<file path="src/rtl/csr_unit_if.sv">
// ============================================================================
//  Module      : csr_unit_if
//  Description : CSR access bus between decode (master) and csr_unit (slave).
//                Carries the read/write request, the operand and the
//                combinational read data/fault response.
//  Revision    : 1.0  initial release
// ============================================================================
`default_nettype none

interface csr_unit_if;
  logic        CSR_reg_rd;
  logic        CSR_reg_wr;
  logic [1:0]  CSR_wd_select;
  logic [11:0] csr_addr;
  logic [31:0] csr_wdata;
  logic [31:0] csr_rdata;
  logic        illegal_csr;

  modport master (
    output CSR_reg_rd, CSR_reg_wr, CSR_wd_select, csr_addr, csr_wdata,
    input  csr_rdata, illegal_csr
  );

  modport slave (
    input  CSR_reg_rd, CSR_reg_wr, CSR_wd_select, csr_addr, csr_wdata,
    output csr_rdata, illegal_csr
  );
endinterface

`default_nettype wire

</file>
<file path="src/rtl/csr_unit.sv">
// ============================================================================
//  Module      : csr_unit
//  Description : Machine-mode CSR file: mstatus, mtvec, mscratch, mepc,
//                mcause, mhartid, with trap entry / mret handling.
//                Optional macro CSR_COUNTERS_EN adds 64-bit mcycle and
//                minstret counters (0xB00/0xB80, 0xB02/0xB82).
//  Revision    : 1.0  initial release
// ============================================================================
`default_nettype none

module csr_unit #(
  parameter logic [31:0] MTVEC_RESET = 32'h0000_0000,
  parameter logic [31:0] HART_ID     = 32'h0000_0000
) (
  input  wire         clk,
  input  wire         rst,
  csr_unit_if.slave   bus,
  input  wire         instr_retire,
  input  wire         trap_req,
  input  wire  [31:0] trap_cause,
  input  wire  [31:0] trap_pc,
  input  wire         mret,
  output logic [31:0] trap_vector,
  output logic [31:0] epc_out
);

  localparam logic [11:0] ADDR_MSTATUS  = 12'h300;
  localparam logic [11:0] ADDR_MTVEC    = 12'h305;
  localparam logic [11:0] ADDR_MSCRATCH = 12'h340;
  localparam logic [11:0] ADDR_MEPC     = 12'h341;
  localparam logic [11:0] ADDR_MCAUSE   = 12'h342;
  localparam logic [11:0] ADDR_MHARTID  = 12'hF14;
  localparam logic [11:0] ADDR_MCYCLE   = 12'hB00;
  localparam logic [11:0] ADDR_MCYCLEH  = 12'hB80;
  localparam logic [11:0] ADDR_MINSTRET = 12'hB02;
  localparam logic [11:0] ADDR_MINSTRETH= 12'hB82;

  // Only MIE (bit 3) and MPIE (bit 7) are writable; MPP reads as 11.
  localparam logic [31:0] MSTATUS_WMASK = 32'h0000_0088;
  localparam logic [31:0] MSTATUS_FIXED = 32'h0000_1800;

  logic [31:0] mstatus_q;   // holds only the writable bits
  logic [31:0] mtvec_q;
  logic [31:0] mscratch_q;
  logic [31:0] mepc_q;
  logic [31:0] mcause_q;

  logic [31:0] mstatus_val;
  logic [31:0] old_val;
  logic [31:0] new_val;
  logic        implemented;
  logic        wr_effective;
  logic        illegal;
  logic        do_write;
  logic        mie_bit;
  logic        mpie_bit;

`ifdef CSR_COUNTERS_EN
  logic [63:0] mcycle_q;
  logic [63:0] minstret_q;
`endif

  assign mstatus_val = mstatus_q | MSTATUS_FIXED;
  assign mie_bit     = mstatus_q[3];
  assign mpie_bit    = mstatus_q[7];

  // Address decode: select the pre-update value and flag unknown addresses.
  always_comb begin
    implemented = 1'b1;
    old_val     = 32'h0;
    case (bus.csr_addr)
      ADDR_MSTATUS:   old_val = mstatus_val;
      ADDR_MTVEC:     old_val = mtvec_q;
      ADDR_MSCRATCH:  old_val = mscratch_q;
      ADDR_MEPC:      old_val = mepc_q;
      ADDR_MCAUSE:    old_val = mcause_q;
      ADDR_MHARTID:   old_val = HART_ID;
`ifdef CSR_COUNTERS_EN
      ADDR_MCYCLE:    old_val = mcycle_q[31:0];
      ADDR_MCYCLEH:   old_val = mcycle_q[63:32];
      ADDR_MINSTRET:  old_val = minstret_q[31:0];
      ADDR_MINSTRETH: old_val = minstret_q[63:32];
`endif
      default:        implemented = 1'b0;
    endcase
  end

  // Read-modify-write operand selection.
  always_comb begin
    new_val = old_val;
    case (bus.CSR_wd_select)
      2'b00:   new_val = bus.csr_wdata;
      2'b01:   new_val = old_val | bus.csr_wdata;
      2'b10:   new_val = old_val & ~bus.csr_wdata;
      default: new_val = old_val;
    endcase
  end

  // Address bits [11:10] == 11 mark the read-only CSR space.
  assign wr_effective = bus.CSR_reg_wr && (bus.CSR_wd_select != 2'b11);
  assign illegal      = (bus.CSR_reg_rd || bus.CSR_reg_wr) &&
                        (!implemented ||
                         (wr_effective && (bus.csr_addr[11:10] == 2'b11)));
  assign do_write     = wr_effective && !illegal;

  assign bus.csr_rdata   = bus.CSR_reg_rd ? old_val : 32'h0;
  assign bus.illegal_csr = illegal;
  assign trap_vector     = mtvec_q;
  assign epc_out         = mepc_q;

  // mstatus: trap entry beats mret, which beats a software write.
  always_ff @(posedge clk) begin
    if (!rst) begin
      mstatus_q <= 32'h0;
    end else if (trap_req) begin
      mstatus_q <= {24'h0, mie_bit, 3'b000, 1'b0, 3'b000};
    end else if (mret) begin
      mstatus_q <= {24'h0, 1'b1, 3'b000, mpie_bit, 3'b000};
    end else if (do_write && bus.csr_addr == ADDR_MSTATUS) begin
      mstatus_q <= new_val & MSTATUS_WMASK;
    end
  end

  // mepc/mcause: trap entry drops any same-cycle software write.
  always_ff @(posedge clk) begin
    if (!rst) begin
      mepc_q   <= 32'h0;
      mcause_q <= 32'h0;
    end else if (trap_req) begin
      mepc_q   <= trap_pc & ~32'h3;
      mcause_q <= trap_cause;
    end else begin
      if (do_write && bus.csr_addr == ADDR_MEPC)   mepc_q   <= new_val & ~32'h3;
      if (do_write && bus.csr_addr == ADDR_MCAUSE) mcause_q <= new_val;
    end
  end

  // mtvec/mscratch are untouched by trap/mret, so writes always land.
  always_ff @(posedge clk) begin
    if (!rst) begin
      mtvec_q    <= MTVEC_RESET & ~32'h3;
      mscratch_q <= 32'h0;
    end else begin
      if (do_write && bus.csr_addr == ADDR_MTVEC)    mtvec_q    <= new_val & ~32'h3;
      if (do_write && bus.csr_addr == ADDR_MSCRATCH) mscratch_q <= new_val;
    end
  end

`ifdef CSR_COUNTERS_EN
  // mcycle: a write to either half freezes the other half for that cycle.
  always_ff @(posedge clk) begin
    if (!rst) begin
      mcycle_q <= 64'h0;
    end else if (do_write && bus.csr_addr == ADDR_MCYCLE) begin
      mcycle_q[31:0] <= new_val;
    end else if (do_write && bus.csr_addr == ADDR_MCYCLEH) begin
      mcycle_q[63:32] <= new_val;
    end else begin
      mcycle_q <= mcycle_q + 64'd1;
    end
  end

  // minstret: same write precedence, increments only on retirement.
  always_ff @(posedge clk) begin
    if (!rst) begin
      minstret_q <= 64'h0;
    end else if (do_write && bus.csr_addr == ADDR_MINSTRET) begin
      minstret_q[31:0] <= new_val;
    end else if (do_write && bus.csr_addr == ADDR_MINSTRETH) begin
      minstret_q[63:32] <= new_val;
    end else if (instr_retire) begin
      minstret_q <= minstret_q + 64'd1;
    end
  end
`else
  logic unused_retire;
  assign unused_retire = instr_retire;
`endif

endmodule

`default_nettype wire

</file>
<file path="src/flat_wrapper.sv">
// flat-port wrapper written by rule: the top's interface ports become plain ports
module csr_unit_flat 
#(
  parameter logic [31:0] MTVEC_RESET = 32'h0000_0000,
  parameter logic [31:0] HART_ID     = 32'h0000_0000
)
  (clk, rst, instr_retire, trap_req, trap_cause, trap_pc, mret, trap_vector, epc_out, bus_CSR_reg_rd, bus_CSR_reg_wr, bus_CSR_wd_select, bus_csr_addr, bus_csr_wdata, bus_csr_rdata, bus_illegal_csr);
  csr_unit_if bus_i ();
  input  wire clk;
  input  wire rst;
  input  wire instr_retire;
  input  wire trap_req;
  input  wire  [31:0] trap_cause;
  input  wire  [31:0] trap_pc;
  input  wire mret;
  output logic [31:0] trap_vector;
  output logic [31:0] epc_out;
  input wire logic [$bits(bus_i.CSR_reg_rd)-1:0] bus_CSR_reg_rd;
  input wire logic [$bits(bus_i.CSR_reg_wr)-1:0] bus_CSR_reg_wr;
  input wire logic [$bits(bus_i.CSR_wd_select)-1:0] bus_CSR_wd_select;
  input wire logic [$bits(bus_i.csr_addr)-1:0] bus_csr_addr;
  input wire logic [$bits(bus_i.csr_wdata)-1:0] bus_csr_wdata;
  output wire logic [$bits(bus_i.csr_rdata)-1:0] bus_csr_rdata;
  output wire logic [$bits(bus_i.illegal_csr)-1:0] bus_illegal_csr;
  assign bus_i.CSR_reg_rd = bus_CSR_reg_rd;
  assign bus_i.CSR_reg_wr = bus_CSR_reg_wr;
  assign bus_i.CSR_wd_select = bus_CSR_wd_select;
  assign bus_i.csr_addr = bus_csr_addr;
  assign bus_i.csr_wdata = bus_csr_wdata;
  assign bus_csr_rdata = bus_i.csr_rdata;
  assign bus_illegal_csr = bus_i.illegal_csr;
  csr_unit #(.MTVEC_RESET(MTVEC_RESET), .HART_ID(HART_ID)) u_core (.clk(clk), .rst(rst), .bus(bus_i), .instr_retire(instr_retire), .trap_req(trap_req), .trap_cause(trap_cause), .trap_pc(trap_pc), .mret(mret), .trap_vector(trap_vector), .epc_out(epc_out));
endmodule
</file>
<file path="config.mk">
export PLATFORM = sky130hd
export DESIGN_NAME = csr_unit_flat
export DESIGN_NICKNAME = d
export VERILOG_FILES = /design/src/rtl/csr_unit_if.sv /design/src/rtl/csr_unit.sv /design/src/flat_wrapper.sv
export SDC_FILE = /design/constraint.sdc
export NUM_CORES = 1
export LEC_CHECK = 0
export CORE_ASPECT_RATIO = 1.5
export CORE_MARGIN = 3
export CORE_UTILIZATION = 52
export CTS_CLUSTER_DIAMETER = 120
export CTS_CLUSTER_SIZE = 25
export DETAILED_ROUTE_END_ITERATION = 8
export GPL_TIMING_DRIVEN = 0
export HOLD_SLACK_MARGIN = 0.02
export PLACE_DENSITY_LB_ADDON = 0.12
export REMOVE_ABC_BUFFERS = 1
export SYNTH_ARGS = -nofsm -noshare
export SYNTH_HDL_FRONTEND = slang
export SYNTH_SLANG_ARGS = --single-unit
</file>
<file path="constraint.sdc">
create_clock -name clk -period 3.05 [get_ports clk]
set_input_delay 0.61 -clock clk [delete_from_list [all_inputs] [get_ports clk]]
set_output_delay 0.61 -clock clk [all_outputs]
set_load 0.05 [all_outputs]
</file>
; Yosys cells after proc, flatten, opt, wreduce, memory -nomap -nowiden
; Cells that the tools add are included.
[op_classes]
eq_ne = 10
mux = 11
bitwise_logic = 4
reduce_logical = 20
[ops]
columns = cell, count
row1 = $mux W32, 5
row2 = $pmux W32 S5, 1
row3 = $pmux W32 S3, 1
row4 = $eq A12 B10 Y1 const B, 5
row5 = $and A32 B32 Y32, 1
row6 = $not A32 Y32, 1
row7 = $or A32 B32 Y32, 1
row8 = $mux W8, 3
row9 = $eq A12 B12 Y1 const B, 1
row10 = $logic_and A1 B1 Y1, 9
row11 = $reduce_bool A2 Y1, 3
row12 = $reduce_or A6 Y1, 1
row13 = $eq A2 B2 Y1 const B, 2
row14 = $reduce_bool A3 Y1, 1
row15 = $eq A2 B1 Y1 const B, 1
row16 = $logic_not A1 Y1, 2
row17 = $logic_not A2 Y1, 1
row18 = $logic_or A1 B1 Y1, 2
row19 = $ne A2 B2 Y1 const B, 1
row20 = $reduce_or A2 Y1, 1
row21 = $mux W1, 1
row22 = $not A1 Y1, 1
[word_totals]
regBits = 126
inputBits = 117
elab_cells = 51

; Depth between registers and ports, before layout
; Gate-level depths: netlist of run 1.
[depth]
depth_word = 12
mapped_depth = 8
ltp_nobuf = 5

; Worst setup path before layout of run 1
; OpenSTA, ideal clock, no wires.
[synth_timing]
path_kind = input to output
from = input port bus_csr_addr[5]
to = output port bus_csr_rdata[1]
arrival_time_ns = 2.526
required_time_ns = 2.440
setup_slack_ns = -0.086
stages = 4
path_cell_list = nor4_4 nand2_1 clkbuf_1 nor3_1
[synth_between]
elab_chain_cells = 3
word_cells_on_any_way = 7
[synth_rtl]
columns = element, line_no
row1 = start: declaration, flat_wrapper.sv:21  ; input wire logic [$bits(bus_i.csr_addr)-1:0] bus_csr_addr;
row2 = $eq A12 B10 Y1, csr_unit.sv:71  ; case (bus.csr_addr)
row3 = $pmux W32 S5 (*), csr_unit.sv:71
row4 = $mux W32 (*), csr_unit.sv:106  ; assign bus.csr_rdata = bus.CSR_reg_rd ? old_val : 32'h0;
row5 = end: declaration, flat_wrapper.sv:23  ; output wire logic [$bits(bus_i.csr_rdata)-1:0] bus_csr_rdata;
; Every way passes the cells marked *; elsewhere a longest branch is shown, timed or not.

; Final worst setup path of run 1
[layout_timing]
from = input port bus_csr_addr[4]
to = output port bus_illegal_csr
[layout_between]
elab_chain_cells = 6
word_cells_on_any_way = 11
[layout_rtl]
columns = element, line_no
row1 = $eq A12 B12 Y1 or $eq A12 B10 Y1 (tied branches), csr_unit.sv:71
row2 = $reduce_or A6 Y1 (no source line) (*), n/a
row3 = $mux W1 (*), csr_unit.sv:71
row4 = $logic_not A1 Y1 (*), csr_unit.sv:102  ; (!implemented ||
row5 = $logic_or A1 B1 Y1 (*), csr_unit.sv:102
row6 = $logic_and A1 B1 Y1 (*), csr_unit.sv:101  ; assign illegal = (bus.CSR_reg_rd || bus.CSR_reg_wr) &&
row7 = end: declaration, flat_wrapper.sv:24  ; output wire logic [$bits(bus_i.illegal_csr)-1:0] bus_illegal_csr;
; Marked as above.

==> results.ini, run 1 <==
[run_status]
outcome=complete, but fails checks
violations=negative setup slack

[synthesis]
synth_flop_cell=dfxtp_1
mappedNetlistArea_sq_um=7350
synth-async-reset-ratio_pct=0
synth_edf_count=0
avgSynthCellArea_sq_um=8.33
ys_seq_elements=126
synth.distinct_cells=63
synth-seq-area-share_pct=34.3
synthCells=883
synth_warnings=0

[cells_and_area]
fin_cells=1245
area_delta_synth_final_pct=41.8
n_antenna_cell=0
nets=1187
drive_gt1_share_pct=17.1
fin_area_sq_um=10400
fillers=1008

[global_route]
grt_use_total_pct=34.9
grt_max_degree=108
antenna_found_initial=0
grt_pass1_vias=8179
globalRouteOverflowTotal=0
grt_pass1_wl_mm=42.7

[timing]
clock.fmax_mhz=318
hold_violations=0
setup_ws_ps=-92.0
setup_viol=1
worst_slew_pin_slew_ps=1010
maxSlewHeadroom_pct=31.9
slew_viol_final=0
rsz0062_at_grt=yes
timing.hold.ws_ps=520
skew_ps=6.57
finalCritPeriodShare_pct=103
period_needed_ps=3140

[cts]
clk-insertion-delay-late_ps=420
cts_sinks=126
cts_tree=built
cts-root-buf=clkbuf_16
postCtsHoldBufs=0
clock_path_buffers=2
h-tree-depth=4
cts_inserted_buffers=17
clk_pin_slew_ps=60

[power]
power.total_mw=4.45
vdd_drop_max_v=0.000468
p_leak_nw=3.75
p_per_area_nw_per_um2=426

[worst_setup_path]
critPathKind=input port to output pin
cp-start-kind=input port
rr_startpoint=u_core.epc_out[12]
r2r_end=u_core.mcause_q[12]
endpoint_kind=output pin
r2r_cells=5
required_ps=2440
cp_max_fo=12
reg2reg_slack_ps=1550
worstPathArrival_ps=2530

[detailed_routing]
totalWireLength_mm=28.4
ant_nets=0
drtIter0Drc=738
wl_per_cell_um=22.8
viasPerCell=6.83
drc=0
dr.pass1.iters=6
num_vias=8500

[min_path]
min_from=u_core.mscratch_q[1]
hold_class=flop to flop
hold_depth=2
min_to=u_core.mscratch_q[1]

[die]
pin_count=214
die_x_um=103
die-area_sq_um=15600
core-area_sq_um=13700
rows=52
start_util_pct=53.8
die_y_um=152

[place]
dp_cells=1182
placed_area_sq_um=9600
place_ws_ps=-1360
place.gp.congestion=0.870
dpl.hpwl_mm=17.5
port_buffers=206

[run]
cap_violations=0

-- critical path, stage by stage --
cell and delay [ps]:
clkdlybuf4s50_1 500, nor4_4 400, buf_4 210, and3_4 350, nand2_1 70, o21ai_0 80
a31oi_1 50, clkbuf_2 250
-- where the power goes --
part | total [mW] | switching [mW] | internal (mW)
Sequential | 1.74 | 0.0399 | 1.70
Combinational | 0.727 | 0.414 | 0.313
Clock | 1.97 | 0.815 | 1.16
-- cell families after synthesis --
kind of cell | after synthesis | share of synthesized area (%)
AO/OA/AOI/OAI | 392 | 37.7
buffers and inverters | 101 | 6.21
flip-flops | 126 | 34.3
multiplexers | 34 | 4.75
other | 1 | 0.0510
AND/OR/NAND/NOR | 229 | 17.0
-- per-layer routing --
metal | share of wire [%] | routed length, um | up-vias | track usage (%)
met3 | 10 | 2860 | 118 | 6.92
met1 | 38 | 10700 | 3993 | 43.9
met5 | 0 | 0 | - | 0
met2 | 48 | 13600 | 580 | 56.4
met4 | 4.4 | 1260 | 0 | 17.3
li1 | - | - | 3809 | -
-- registers in the layout, indices dropped and copies added, names as in the netlist --
name,flops
u_core.epc_out,30
u_core.mcause_q,32
u_core.mscratch_q,32
u_core.mstatus_q,2
u_core.trap_vector,30
-- final cells by class --
cell class	count	area (sq um)	share of cell area [%]
tap	162	203	1.94
inverter	8	30.0	0.288
clock inverter	13	131	1.26
clock buffer	19	443	4.25
sequential	126	2520	24.2
timing repair buffer	256	2580	24.8
multi-input combinational	661	4510	43.3
-- what timing repair did --
item | CTS | global route
endpoints found under the setup margin | 137 | 56
cloned | 1 | 2
gates resized for setup | 178 | 25
endpoints found under the hold margin | 0 | 0
buffers inserted | 25 | 3
pin swaps | 8 | 5
-- cells in the final DEF (no fill, tap or decap), types with 4 or more instances in the layout --
cell type / count
a22o_2: 6
o21ai_2: 10
buf_16: 7
buf_12: 5
buf_4: 34
nand2b_1: 61
inv_6: 5
mux2_2: 7
a21oi_1: 13
o311ai_0: 48
buf_2: 23
nor2b_1: 5
a31oi_1: 116
nand2_1: 48
a22oi_1: 29
inv_1: 7
nor2_1: 66
a31oi_2: 6
o22a_1: 4
buf_8: 5
buf_6: 9
a22o_1: 5
o311ai_1: 12
nor4_4: 5
mux2i_1: 27
o2bb2ai_1: 23
dfxtp_1: 126
dlymetal6s2s_1: 4
clkinv_4: 4
o21ai_0: 78
conb_1: 4
o21a_1: 10
o21ai_1: 4
clkbuf_16: 18
o211ai_1: 10
clkdlybuf4s50_1: 162
nor3_1: 8
-- cell usage after synthesis, types with 7 or more instances --
| cell type | instances | area [sq um] |
|---|---|---|
| o2bb2ai_1 | 23 | 201 |
| nor2_1 | 67 | 251 |
| nor3_1 | 11 | 55.1 |
| o311ai_1 | 12 | 105 |
| a21oi_1 | 13 | 65.1 |
| nand2b_1 | 61 | 382 |
| o311ai_0 | 48 | 420 |
| clkbuf_1 | 44 | 165 |
| mux2i_1 | 27 | 270 |
| mux2_2 | 7 | 78.8 |
| o211ai_1 | 10 | 75.1 |
| o21ai_2 | 10 | 87.6 |
| buf_2 | 29 | 145 |
| dfxtp_1 | 126 | 2520 |
| buf_1 | 8 | 30.0 |
| buf_4 | 8 | 60.1 |
| o21a_1 | 10 | 75.1 |
| nand2_1 | 51 | 191 |
| o21ai_0 | 78 | 390 |
| a22oi_1 | 29 | 218 |
| a31oi_1 | 116 | 726 |
| inv_1 | 8 | 30.0 |
-- worst max-delay path by stage --
| stage | startpoint | to | cells past startpoint |
|---|---|---|---|
| global placement | bus_csr_addr[0] | u_core.mcause_q[28] | 5 |
| global route | bus_csr_addr[4] | bus_illegal_csr | 8 |
| floorplan | bus_csr_addr[1] | u_core.mcause_q[20] | 4 |
| CTS | bus_csr_addr[4] | bus_illegal_csr | 8 |
| finish | bus_csr_addr[4] | bus_illegal_csr | 8 |
| detailed placement | bus_csr_addr[4] | bus_illegal_csr | 7 |
-- through the flow --
step / utilization (%) / TNS, ps
floorplan: - / -41800
global placement: 67.4 / -663440
detailed placement: 70.3 / -111100
CTS: 75.8 / -1950
global route: 76.3 / -201
finish: 76.3 / -92.0
(Power assumes the default switching activity.)
==> run 2, diff against run 1 <==
--- a/config.mk
+++ b/config.mk
@@ -11,9 +11,8 @@
 export CTS_CLUSTER_DIAMETER = 120
 export CTS_CLUSTER_SIZE = 25
 export DETAILED_ROUTE_END_ITERATION = 8
-export GPL_TIMING_DRIVEN = 0
 export HOLD_SLACK_MARGIN = 0.02
-export PLACE_DENSITY_LB_ADDON = 0.12
+export PLACE_DENSITY = 0.87
 export REMOVE_ABC_BUFFERS = 1
 export SYNTH_ARGS = -nofsm -noshare
 export SYNTH_HDL_FRONTEND = slang
==> results.ini, run 2 (synthesized netlist as in run 1, its figures left out) <==
[place]
place_ws_ps=-167
port_buffers=206
dpl.hpwl_mm=19.2
place.gp.congestion=0.946
placed_area_sq_um=10200

[worst_setup_path]
cp-start-kind=input port
reg2reg_slack_ps=1450
endpoint_kind=output pin
crit_end=bus_csr_rdata[15]
r2r_end=u_core.mcause_q[21]
path_buf_inv=3
critPathKind=input port to output pin
rr_startpoint=u_core.epc_out[21]
required_ps=2440
critPathLaunch=bus_csr_addr[5]
slowest_stage=clkdlybuf4s50_1
cp.depth=6
crit_chain=clkdlybuf4s50_1, nor4_4, nand2_2, buf_4, nor2_1, buf_12
max_stage_delay_ps=500
cp_max_fo=9
worstPathArrival_ps=2400
critical_path.top_delay_family=buffers and inverters
r2r_cells=5

[detailed_routing]
viasPerCell=6.97
num_vias=8857
ant_nets=0
wl_per_cell_um=23.1
drtIter0Drc=947
totalWireLength_mm=29.4
dr.pass1.iters=5
drc=0

[die]
die_y_um=152
die_x_um=103
die-area_sq_um=15600
core-area_sq_um=13700
rows=52
pin_count=214
start_util_pct=53.8

[global_route]
antenna_found_initial=2
grt_pass1_vias=8755
grt_use_total_pct=36.6
grt_pass1_wl_mm=44.9
globalRouteOverflowTotal=0
grt_max_degree=86

[cts]
postCtsHoldBufs=0
h-tree-depth=4
cts_tree=built
clock_path_buffers=2
clk-insertion-delay-late_ps=420
cts_sinks=126
cts-root-buf=clkbuf_16
cts_inserted_buffers=17
clk_pin_slew_ps=50

[timing]
hold_violations=0
finalCritPeriodShare_pct=98.8
clock.fmax_mhz=332
timing.hold.ws_ps=504
maxSlewHeadroom_pct=38.1
rsz0062_at_grt=no
setup_viol=0
skew_ps=5.86
setup_ws_ps=38.0
slew_viol_final=0
worst_slew_pin_slew_ps=928
period_needed_ps=3010

[cells_and_area]
layout_commonest_cell=clkdlybuf4s50_1
regArea_sq_um=2520
drive_gt1_share_pct=20.0
fin_area_sq_um=11000
reg.largest.list=u_core.mcause_q x32, u_core.mscratch_q x32
nets=1210
multi_input_area_sq_um=4520
fillers=840
final_cell_mix=163 x clkdlybuf4s50_1, 126 x dfxtp_1, 116 x a31oi_1, 78 x o21ai_0, 63 x buf_4
area_delta_synth_final_pct=49.5

[power]
p_per_area_nw_per_um2=424
vdd_drop_max_v=0.000424
p_leak_nw=3.92

[run_status]
outcome=finished, final reports clean

[min_path]
hold_class=flop to flop
min_from=u_core.mscratch_q[1]

[run]
cap_violations=0

-- run 2: worst min path at each step --
stage                                       to  slack [ps]  depth (start not counted)
after floorplan           u_core.mscratch_q[0]         460                          2
after global placement    u_core.mscratch_q[1]         470                          2
after detailed placement  u_core.mscratch_q[0]         480                          2
after CTS                 u_core.mscratch_q[1]         510                          2
after global routing      u_core.mscratch_q[3]         550                          2
final                     u_core.mscratch_q[1]         500                          2
-- run 2: worst register-to-register path: cells and delay by family, from the launching register on --
| kind | cells | cell delay, ps |
|---|---|---|
| compound gates | 4 | 1040 |
| flops | 1 | 370 |
| mux | 1 | 120 |
-- run 2: power breakdown --
part / total [mW] / switching [mW] / leakage (nW) / internal, mW
registers: 1.75 / 0.0409 / 1.03 / 1.70
logic: 0.753 / 0.424 / 2.58 / 0.329
clock network: 2.16 / 0.776 / 0.302 / 1.39
-- run 2: cell type report --
class / count / share of cell area (%)
Clock inverter: 14 / 1.72
Inverter: 8 / 0.273
Sequential cell: 126 / 22.9
Clock buffer: 18 / 3.99
Antenna cell: 2 / 0.0455
Tap cell: 162 / 1.84
Timing Repair Buffer: 281 / 28.0
Multi-Input combinational cell: 659 / 41.1
-- run 2: timing repair --
item / in CTS / in global routing
cloned: 0 / 1
pin swaps: 1 / 5
resized for setup: 4 / 39
setup buffers: 2 / 4
endpoints found under the setup margin: 25 / 30
-- run 2: through the flow --
step / TNS (ps) / power [mW] / instances / utilization [%]
4_1_cts: 0 / 4.63 / 1263 / 79.2
5_1_grt: 0 / 4.78 / 1270 / 80.5
6_report: 0 / 4.66 / 1270 / 80.5
2_1_floorplan: -41800 / 2.09 / 793 / -
3_5_place_dp: -2600 / 2.49 / 1229 / 74.4
3_3_place_gp: -2170 / 2.48 / 1229 / 74.4
-- run 2: routing by layer --
layer | global-route usage (%) | part of all wire, %
met1 | 43.2 | 35
met2 | 60.5 | 49
met3 | 7.10 | 10
met4 | 22.2 | 6.5
met5 | 0 | 0
